File: config.mk
export PLATFORM = sky130hd
export DESIGN_NAME = jtcop_vidout
export DESIGN_NICKNAME = d
export VERILOG_FILES = /design/src/rtl/jtcop_vidout.sv
export SDC_FILE = /design/constraint.sdc
export NUM_CORES = 1
export LEC_CHECK = 0
export BUFFER_PORTS_ARGS = -buffer_cell sky130_fd_sc_hd__buf_4
export CORE_UTILIZATION = 35
export DETAILED_ROUTE_END_ITERATION = 6
export SETUP_SLACK_MARGIN = 0.05
export SLEW_MARGIN = 20
export SYNTH_ARGS = -nofsm -noshare
export SYNTH_HDL_FRONTEND = slang
export SYNTH_SLANG_ARGS = --single-unit
File: constraint.sdc
create_clock -name clk -period 7.9 [get_ports clk]
set_input_delay 1.975 -clock clk [delete_from_list [all_inputs] [get_ports clk]]
set_output_delay 1.975 -clock clk [all_outputs]
set_load 0.01 [all_outputs]
File: src/rtl/jtcop_vidout.sv
// rtl/jtcop_vidout.sv - video output stage: sync realign, blanking, geometry measure, lock FSM
// Optional JTCOP_VIDOUT_PATTERN_EN adds pat_en and colour-bar replacement of visible RGB.
module jtcop_vidout #(
  parameter int SYNC_DLY = 3
) (
  input  logic       clk,
  input  logic       rst,
  input  logic       pxl_cen,
  input  logic       HS,
  input  logic       VS,
  input  logic       LHBL_dly,
  input  logic       LVBL_dly,
  input  logic [7:0] red,
  input  logic [7:0] green,
  input  logic [7:0] blue,
`ifdef JTCOP_VIDOUT_PATTERN_EN
  input  logic       pat_en,
`endif
  output logic [7:0] red_o,
  output logic [7:0] green_o,
  output logic [7:0] blue_o,
  output logic       HS_o,
  output logic       VS_o,
  output logic       LHBL_o,
  output logic       LVBL_o,
  output logic       locked,
  input  logic [2:0] st_addr,
  output logic [7:0] st_dout
);

  typedef enum logic [1:0] {
    UNLOCKED = 2'd0,
    CHECK    = 2'd1,
    LOCKED   = 2'd2
  } state_t;

  state_t              r_state;
  state_t              w_state_nx;
  logic [SYNC_DLY-1:0] r_hs_dly;
  logic [SYNC_DLY-1:0] r_vs_dly;
  logic [8:0]          r_hcnt;
  logic [8:0]          r_vcnt;
  logic [8:0]          r_hact;
  logic [8:0]          r_vact;
  logic [17:0]         r_ref;
  logic [7:0]          r_frame_cnt;

  logic                w_hfall;
  logic                w_vfall;
  logic                w_vis;
  logic                w_line;
  logic [8:0]          w_hact_nx;
  logic [8:0]          w_vcnt_inc;
  logic [8:0]          w_vact_nx;
  logic [17:0]         w_geo_nx;
  logic [7:0]          w_r_src;
  logic [7:0]          w_g_src;
  logic [7:0]          w_b_src;
  logic [7:0]          w_st;

  // LHBL_o/LVBL_o hold the previous pxl_cen sample, so they double as edge history
  assign w_hfall    = LHBL_o & ~LHBL_dly;
  assign w_vfall    = LVBL_o & ~LVBL_dly;
  assign w_vis      = LHBL_dly & LVBL_dly;
  // the line ending on the same tick as the frame still belongs to the frame
  assign w_line     = w_hfall & (LVBL_dly | w_vfall);
  assign w_hact_nx  = w_hfall ? r_hcnt : r_hact;
  assign w_vcnt_inc = (w_line && r_vcnt != 9'h1ff) ? r_vcnt + 9'd1 : r_vcnt;
  assign w_vact_nx  = w_vfall ? w_vcnt_inc : r_vact;
  assign w_geo_nx   = {w_hact_nx, w_vact_nx};

`ifdef JTCOP_VIDOUT_PATTERN_EN
  assign w_r_src = pat_en ? {8{r_hcnt[7]}} : red;
  assign w_g_src = pat_en ? {8{r_hcnt[6]}} : green;
  assign w_b_src = pat_en ? {8{r_hcnt[5]}} : blue;
`else
  assign w_r_src = red;
  assign w_g_src = green;
  assign w_b_src = blue;
`endif

  assign HS_o   = r_hs_dly[SYNC_DLY-1];
  assign VS_o   = r_vs_dly[SYNC_DLY-1];
  assign locked = (r_state == LOCKED);

  always_ff @(posedge clk) begin
    if (rst) begin
      r_hs_dly <= '0;
      r_vs_dly <= '0;
    end else if (pxl_cen) begin
      r_hs_dly[0] <= HS;
      r_vs_dly[0] <= VS;
      for (int i = 1; i < SYNC_DLY; i++) begin
        r_hs_dly[i] <= r_hs_dly[i-1];
        r_vs_dly[i] <= r_vs_dly[i-1];
      end
    end
  end

  always_ff @(posedge clk) begin
    if (rst) begin
      red_o   <= 8'd0;
      green_o <= 8'd0;
      blue_o  <= 8'd0;
      LHBL_o  <= 1'b0;
      LVBL_o  <= 1'b0;
    end else if (pxl_cen) begin
      red_o   <= w_vis ? w_r_src : 8'd0;
      green_o <= w_vis ? w_g_src : 8'd0;
      blue_o  <= w_vis ? w_b_src : 8'd0;
      LHBL_o  <= LHBL_dly;
      LVBL_o  <= LVBL_dly;
    end
  end

  always_ff @(posedge clk) begin
    if (rst) begin
      r_hcnt      <= 9'd0;
      r_vcnt      <= 9'd0;
      r_hact      <= 9'd0;
      r_vact      <= 9'd0;
      r_ref       <= 18'd0;
      r_frame_cnt <= 8'd0;
    end else if (pxl_cen) begin
      r_hact <= w_hact_nx;
      r_vact <= w_vact_nx;
      if (w_hfall)
        r_hcnt <= 9'd0;
      else if (LHBL_dly && r_hcnt != 9'h1ff)
        r_hcnt <= r_hcnt + 9'd1;
      r_vcnt <= w_vfall ? 9'd0 : w_vcnt_inc;
      if (w_vfall) begin
        r_ref       <= w_geo_nx;
        r_frame_cnt <= r_frame_cnt + 8'd1;
      end
    end
  end

  always_ff @(posedge clk) begin
    if (rst)
      r_state <= UNLOCKED;
    else
      r_state <= w_state_nx;
  end

  always_comb begin
    w_state_nx = r_state;
    if (pxl_cen && w_vfall) begin
      case (r_state)
        UNLOCKED: w_state_nx = CHECK;
        CHECK:    w_state_nx = (w_geo_nx == r_ref) ? LOCKED : CHECK;
        LOCKED:   w_state_nx = (w_geo_nx == r_ref) ? LOCKED : CHECK;
        default:  w_state_nx = UNLOCKED;
      endcase
    end
  end

  always_comb begin
    w_st = 8'hff;
    case (st_addr)
      3'd0:    w_st = r_hact[7:0];
      3'd1:    w_st = {7'd0, r_hact[8]};
      3'd2:    w_st = r_vact[7:0];
      3'd3:    w_st = {7'd0, r_vact[8]};
      3'd4:    w_st = r_frame_cnt;
      3'd5:    w_st = {6'd0, r_state};
      default: w_st = 8'hff;
    endcase
  end

  always_ff @(posedge clk) begin
    if (rst)
      st_dout <= 8'd0;
    else
      st_dout <= w_st;
  end

endmodule

-- After elaboration in Yosys (flattened, before gate mapping)
Cells that the tools add are included.
- flip-flop bits (word level): 104
- latch bits: 0
- bits in writable memories: 0
- bits in read-only memories: 0
- logic and storage cells: 56
- memories: 0
- add/subtract/negate cells: 3
- $mul: 0
- div/mod/pow operators: 0
- order comparisons: 0
- eq/ne operators: 10
- shifts and indexed selects: 0
- multiplexer cells: 12
- bitwise gates (word level): 7
- reduce and logical (&&, ||, !) cells: 9
- operator list (kind ; number):
    $mux W9 ; 6
    $pmux W8 S6 ; 1
    $mux W8 ; 3
    $add A9 B1 Y9 const B ; 2
    $eq A18 B18 Y1 ; 1
    $ne A9 B9 Y1 const B ; 2
    $add A8 B1 Y8 const B ; 1
    $eq A3 B2 Y1 const B ; 2
    $eq A3 B3 Y1 const B ; 2
    $and A1 B1 Y1 ; 4
    $pmux W2 S2 ; 1
    $reduce_and A2 Y1 ; 2
    $eq A3 B1 Y1 const B ; 1
    $logic_and A1 B1 Y1 ; 3
    $logic_not A3 Y1 ; 1
    $eq A2 B1 Y1 const B ; 1
    $eq A2 B2 Y1 const B ; 1
    $logic_not A2 Y1 ; 1
    $mux W2 ; 1
    $not A1 Y1 ; 2
    $reduce_bool A2 Y1 ; 1
    $reduce_or A2 Y1 ; 1
    $or A1 B1 Y1 ; 1

-- Logic depth before layout (Yosys ltp)
Gate-level depths: netlist (run 1).
- word-level depth: 10
- depth in mapped cells: 13
- depth with buffers taken out: 12

-- Worst setup path before layout (run 1)
Ideal clock, no wire load.
- path kind: input -> register
- start: input LHBL_dly
- end: register r_state[0]
- setup time: 0.125 ns
- arrival time: 4.268 ns
- slack: 3.507 ns
- stages on the path: 8
- buffers on the path: 1
- cells stage by stage: or3b_4 > or3_1 > buf_6 > xor2_2 > a21oi_1 > or4_1 > or4_4 > o2bb2ai_1
- cells in the longest elaborated chain, start to end: 9
- elaborated cells on any way between the ends: 10
- classes of those cells: eq/ne: 1; mux: 5; bitwise: 3; reduce/logical: 1
- ends and longest elaborated chain (what ; RTL line ; text):
    start: declaration ; 11 ; input logic LHBL_dly,
    $not A1 Y1 (*) ; 62 ; assign w_hfall = LHBL_o & ~LHBL_dly;
    $and A1 B1 Y1 (*) ; 62 ;
    $and A1 B1 Y1 ; 66 ; assign w_line = w_hfall & (LVBL_dly | w_vfall);
    $logic_and A1 B1 Y1 ; 68 ; assign w_vcnt_inc = (w_line && r_vcnt != 9'h1ff) ? r_vcnt + 9'd1 : r_vcnt;
    $mux W9 ; 68 ;
    $mux W9 ; 69 ; assign w_vact_nx = w_vfall ? w_vcnt_inc : r_vact;
    $eq A18 B18 Y1 (*) ; 151, 152 ;
    $mux W2 (*) ; 151, 152 ;
    $pmux W2 S2 (*) ; 149 ; case (r_state)
    end signal: assignment ; 143 ; r_state <= w_state_nx;
    end: declaration ; 37 ; state_t r_state;
Mark *: on every way between the ends. The rest lies on a longest branch, timed or not.
A chain may end at the register's enable or synchronous reset.

-- Worst setup path after layout (run 1)
Same ends and word-level chain as after synthesis.

==> reports/metrics.yaml, run 1 <==
run_status:
  status: "finished clean"
layout:
  nNetsFinal: 682
  fillCellCount: 1380
  stdcell_count: 825
  area_growth_pct: 18.3
  drive_gt1_share_pct: 15.2
  fin_util_pct: 42.5
  diodes: 0
clocking:
  cts_tree: "done"
  h-tree-depth: 3
  root_buffer: "clkbuf_16"
  clock_path_buffers: 2
  numCtsBuffers: 9
  hold_buffers: 0
  postCtsSetupBuffers: 0
  cts_sinks: 104
  path_clk_slew_ns: 0.07
  cts_resized: 0
  clk_latency_ns: 0.35
floorplanning:
  design.core.area_um2: 13900
  dieArea_um2: 14700
  start_util_pct: 35.9
  rows: 43
  fp.dieH_um: 121
  fp.dieW_um: 121
  io_pins: 71
critical_path:
  cp.arrival_ns: 4.66
  cp_slowest_stage_delay_ns: 0.55
  crit_slowest_cell: "or4_4"
  end_kind: "flop"
  path_class: "input port to flop"
  crit_fanout: 13
  required_ns: 8.11
  path_cells: "buf_4 -> or3b_4 -> or3_1 -> xor2_2 -> a21oi_1 -> or4_1 -> or4_4 -> o2bb2ai_1"
  start_kind: "input port"
route:
  first_pass_iters: 5
  wl_um: 12300
  vias: 4349
  via_per_inst: 5.27
  ant_nets: 0
  remaining_drc_errors: 0
  wl_per_cell_um: 14.9
  drt_iter0_drc: 407
power_and_ir_drop:
  pwr-share-clk_pct: 42.1
  power_density_nw_per_um2: 188
  p_seq_share_pct: 49.1
  peakVddDrop_v: 0.000150
  p_leak_nw: 2.22
  p_int_mw: 0.845
  combPwrFrac_pct: 8.8
  p_switching_mw: 0.266
  swShare_pct: 23.9
synth:
  synth_nets: 642
  synth_edf_count: 0
  ys_seq_elements: 104
  yosysTopAreaCell: "dfxtp_1"
  synth_area_um2: 4980
  yosysTopAreaCellShare_pct: 41.8
  yosysWarnings: 0
  postSynthAreaPerCell_um2: 8.31
  synth_common_cells: "104 x dfxtp_1, 90 x nor2_1, 60 x nand2_1, 38 x clkbuf_1, 37 x a22oi_1"
  syn_inst: 600
  yosysMostFrequentCell: "dfxtp_1"
  ys.flop_type: "dfxtp_1"
  yosysSeqAreaShare_pct: 41.8
  ys_top_cells_by_area: "dfxtp_1 42%, nor2_1 6.8%, a22oi_1 5.6%"
  async_flop_share_pct: 0
  ys_types: 60
grt:
  grt_pass1_vias: 4077
  grt_usage_pct: 17.7
  gr-total-overflow: 0
  grt_pass1_wl_um: 20400
  grt_max_degree: 93
  antenna_found_initial: 0
sta:
  rsz0062_at_grt: "no"
  skew_ns: 0.00773
  setup_viol: 0
  tightest_slew_ns: 0.943
  fin_crit_sh_pct: 56.3
  period_minus_slack_ns: 4.45
  fin_setup_tns_ns: 0
  slew_headroom_pct: 37.1
  report.final.slew_viol_count: 0
  hold_viol: 0
  fmax_mhz: 225
placement:
  gp_congestion: 0.869
  port_buffers: 70
  dpl.cell_count: 809
  hpwl_um: 8390
flow_run:
  maxCapViolations: 0
min_path:
  hp-class: "flop to flop"
area by class of cell:
cell class	count	area, um^2	area share [%]
repair buffers	72	541	9.17
multi-input cells	436	2670	45.3
inverters	17	63.8	1.08
flip-flops and latches	104	2080	35.3
well taps	180	225	3.82
clock inverters	5	61.3	1.04
clock buffers	11	253	4.29
power by group through the flow:
stage	clock [mW]	sequential [mW]	combinational, mW
5_1_grt	0.504	0.547	0.108
3_3_place_gp	0	0.557	0.0955
4_1_cts	0.482	0.546	0.0978
3_5_place_dp	0	0.558	0.0975
6_report	0.468	0.546	0.0974
2_1_floorplan	0	0.558	0.0594
placed cells by master, fill, tap and decap left out, types with 15 or more instances in the layout:
cell | netlist | final
nand2_1 | 60 | 60
a21oi_1 | 36 | 36
xnor2_1 | 16 | 16
inv_1 | 16 | 16
nor2b_1 | 15 | 15
a22oi_1 | 37 | 37
o21a_1 | 20 | 20
dfxtp_1 | 104 | 104
o21ai_0 | 19 | 19
buf_4 | 0 | 72
xor2_1 | 18 | 18
nor2_1 | 90 | 89
sequential cells by signal, indices dropped and copies added (netlist names):
register,cells
r_hs_dly,3
r_vs_dly,3
r_state,2
r_hcnt,9
green_o,8
LVBL_o,1
r_vcnt,9
r_vact,9
st_dout,8
LHBL_o,1
blue_o,8
r_frame_cnt,8
red_o,8
r_hact,9
r_ref,18
worst max-delay path, delay by kind of cell:
| family | cells | cell delay (ns) |
|---|---|---|
| simple gates | 4 | 2.05 |
| compound gates | 2 | 0.23 |
| buf+inv | 1 | 0.14 |
| xor+xnor | 1 | 0.25 |
final timing paths:
kind | startpoint | to | slack [ns] | cells past startpoint
hold reg to reg | r_frame_cnt[1]$_SDFFE_PP0P_ | r_frame_cnt[1]$_SDFFE_PP0P_ | 0.50 | 2
setup / recovery | LHBL_dly | r_state[0]$_SDFFE_PP0P_ | 3.45 | 8
hold / removal | r_frame_cnt[1]$_SDFFE_PP0P_ | r_frame_cnt[1]$_SDFFE_PP0P_ | 0.50 | 2
setup reg to reg | r_vcnt[0]$_SDFFE_PP0P_ | r_state[0]$_SDFFE_PP0P_ | 3.96 | 12
cells by family (layout without fill, tap and decap cells):
group | Yosys count | in the layout | synth area share [%]
XOR/XNOR | 35 | 35 | 6.30
multiplexers | 10 | 10 | 2.26
buffers and inverters | 60 | 105 | 4.69
flip-flops | 104 | 104 | 41.8
AO/OA/AOI/OAI | 156 | 156 | 21.5
AND/OR/NAND/NOR | 227 | 227 | 21.5
adder cells (fa/ha/maj) | 8 | 8 | 2.01
per-layer routing:
metal | track usage [%] | up-vias | wire length, um
met1 | 24.1 | 2018 | 5910
met3 | 5.17 | 14 | 770
met5 | 0 | - | 0
li1 | - | 2182 | -
met2 | 26.8 | 135 | 5430
met4 | 5.17 | 0 | 154
through the flow:
stage	power (mW)	instance area, um^2	hold slack (ns)	worst slack [ns]
6_report	1.11	5900	0.496	3.45
5_1_grt	1.16	5900	0.527	3.38
4_1_cts	1.13	5900	0.495	3.49
3_5_place_dp	0.655	5580	0.486	3.12
3_3_place_gp	0.653	5580	0.474	3.17
2_1_floorplan	0.617	4980	0.460	3.51
Power figures use the tool's default switching activity.
==> run 2: changes to the inputs <==
Clock period 7.9 ns to 4.4 ns, I/O delays scaled along.
==> reports/metrics.yaml, run 2 (synthesis results as in run 1) <==
floorplanning:
  rows: 43
  fp.dieH_um: 121
  design.core.area_um2: 13900
  dieArea_um2: 14700
  io_pins: 71
  fp.dieW_um: 121
  start_util_pct: 35.9
route:
  first_pass_iters: 5
  wl_per_cell_um: 15.2
  via_per_inst: 5.33
  remaining_drc_errors: 0
  vias: 4416
  wl_um: 12600
  ant_nets: 0
  drt_iter0_drc: 358
layout:
  largest_register_ffs: 18
  register_area_um2: 2080
  drive_gt1_share_pct: 15.7
  diodes: 0
  fin_util_pct: 42.6
  final_common_cell: "dfxtp_1"
  area_growth_pct: 18.7
  max_flop_register: "r_ref"
  multi_input_area_um2: 2670
  fillCellCount: 1404
  final_cell_mix: "104 x dfxtp_1, 89 x nor2_1, 76 x buf_4, 60 x nand2_1, 37 x a22oi_1"
  nNetsFinal: 686
critical_path:
  cp_slowest_stage_delay_ns: 0.54
  crit_slowest_cell: "or4_4"
  cp.arrival_ns: 4.04
  path_class: "flop to flop"
  crit_buf_inv: 1
  crit_fanout: 13
  critical-path-top-delay-family: "simple AND/OR/NAND/NOR gates"
  crit_top_cell: "ha_1"
  start_kind: "flop"
  end_kind: "flop"
  required_ns: 4.61
  path_cells: "ha_1 -> inv_1 -> nor2_1 -> and3_1 -> ha_1 -> or3b_4 -> or3_1 -> xor2_2 -> a21oi_1 -> or4_1 -> or4_4 -> o2bb2ai_1"
power_and_ir_drop:
  peakVddDrop_v: 0.000254
  power_density_nw_per_um2: 336
  p_leak_nw: 2.22
  power.total_mw: 1.99
sta:
  skew_ns: 0.00806
  tightest_slew_ns: 0.973
  report.final.slew_viol_count: 0
  slew_headroom_pct: 35.1
  fmax_mhz: 261
  setup_viol: 0
  hold_viol: 0
  fin_setup_tns_ns: 0
  period_minus_slack_ns: 3.83
  fin_crit_sh_pct: 87.1
  rsz0062_at_grt: "no"
grt:
  grt_max_degree: 93
  grt_pass1_vias: 4110
  gr-total-overflow: 0
  grt_usage_pct: 17.8
  grt_pass1_wl_um: 20500
  antenna_found_initial: 0
placement:
  port_buffers: 70
  hpwl_um: 8600
  gp_congestion: 0.845
clocking:
  hold_buffers: 0
  h-tree-depth: 3
  clk_latency_ns: 0.36
  path_clk_slew_ns: 0.07
  clock_path_buffers: 2
  numCtsBuffers: 9
  cts_sinks: 104
  cts_resized: 0
  cts_tree: "done"
  postCtsSetupBuffers: 0
  root_buffer: "clkbuf_16"
flow_run:
  maxCapViolations: 0
min_path:
  hp-class: "flop to flop"
run_status:
  status: "finished clean"
[run 2: changes by cell type in the layout (fill, tap and decap cells not counted), sizes merged]
cell,before,now
clkbuf,11,10
clkinvlp,0,3
inv,19,18
buf,72,76
clkinv,2,1
[run 2: area by class of cell]
| cell class | count | area share (%) |
|---|---|---|
| Inverter | 17 | 1.08 |
| Tap cell | 180 | 3.81 |
| Clock inverter | 6 | 1.12 |
| Sequential cell | 104 | 35.2 |
| Multi-Input combinational cell | 436 | 45.1 |
| Timing Repair Buffer | 76 | 9.64 |
| Clock buffer | 10 | 4.04 |
[run 2: worst min-delay path, stage by stage (launching register included)]
cell and delay (ns):
dfxtp_1 0.33, mux2i_1 0.07, nor2_1 0.07
[run 2: where the power goes]
group / internal (mW) / total [mW] / switching, mW
clock: 0.458 / 0.830 / 0.373
sequential: 0.962 / 0.980 / 0.0184
combinational: 0.0797 / 0.177 / 0.0969
[run 2: path summary, 6_finish.rpt]
kind / from / end / slack [ns] / cells after the start
worst max-delay path: r_vcnt[0]$_SDFFE_PP0P_ / r_state[0]$_SDFFE_PP0P_ / 0.57 / 12
worst min-delay path: r_hs_dly[0]$_SDFFE_PP0P_ / r_hs_dly[1]$_SDFFE_PP0P_ / 0.49 / 2
worst max register to register: r_vcnt[0]$_SDFFE_PP0P_ / r_state[0]$_SDFFE_PP0P_ / 0.57 / 12
worst min register to register: r_hs_dly[0]$_SDFFE_PP0P_ / r_hs_dly[1]$_SDFFE_PP0P_ / 0.49 / 2
[run 2: routing by layer]
layer / routed length (um) / part of all wire [%] / up-vias / global-route usage [%]
li1: - / - / 2187 / -
met1: 6090 / 48 / 2090 / 23.4
met3: 691 / 5.5 / 19 / 5.64
met2: 5570 / 44 / 120 / 27.3
met5: 0 / 0 / - / 0
met4: 248 / 2.0 / 0 / 5.71
[run 2: through the flow]
stage	area [um^2]	worst slack [ns]	cells	hold WS (ns)
2_1_floorplan	4980	0.882	600	0.460
3_3_place_gp	5610	0.580	813	0.472
3_5_place_dp	5610	0.543	813	0.488
4_1_cts	5920	0.581	829	0.498
5_1_grt	5920	0.386	829	0.526
6_report	5920	0.569	829	0.491
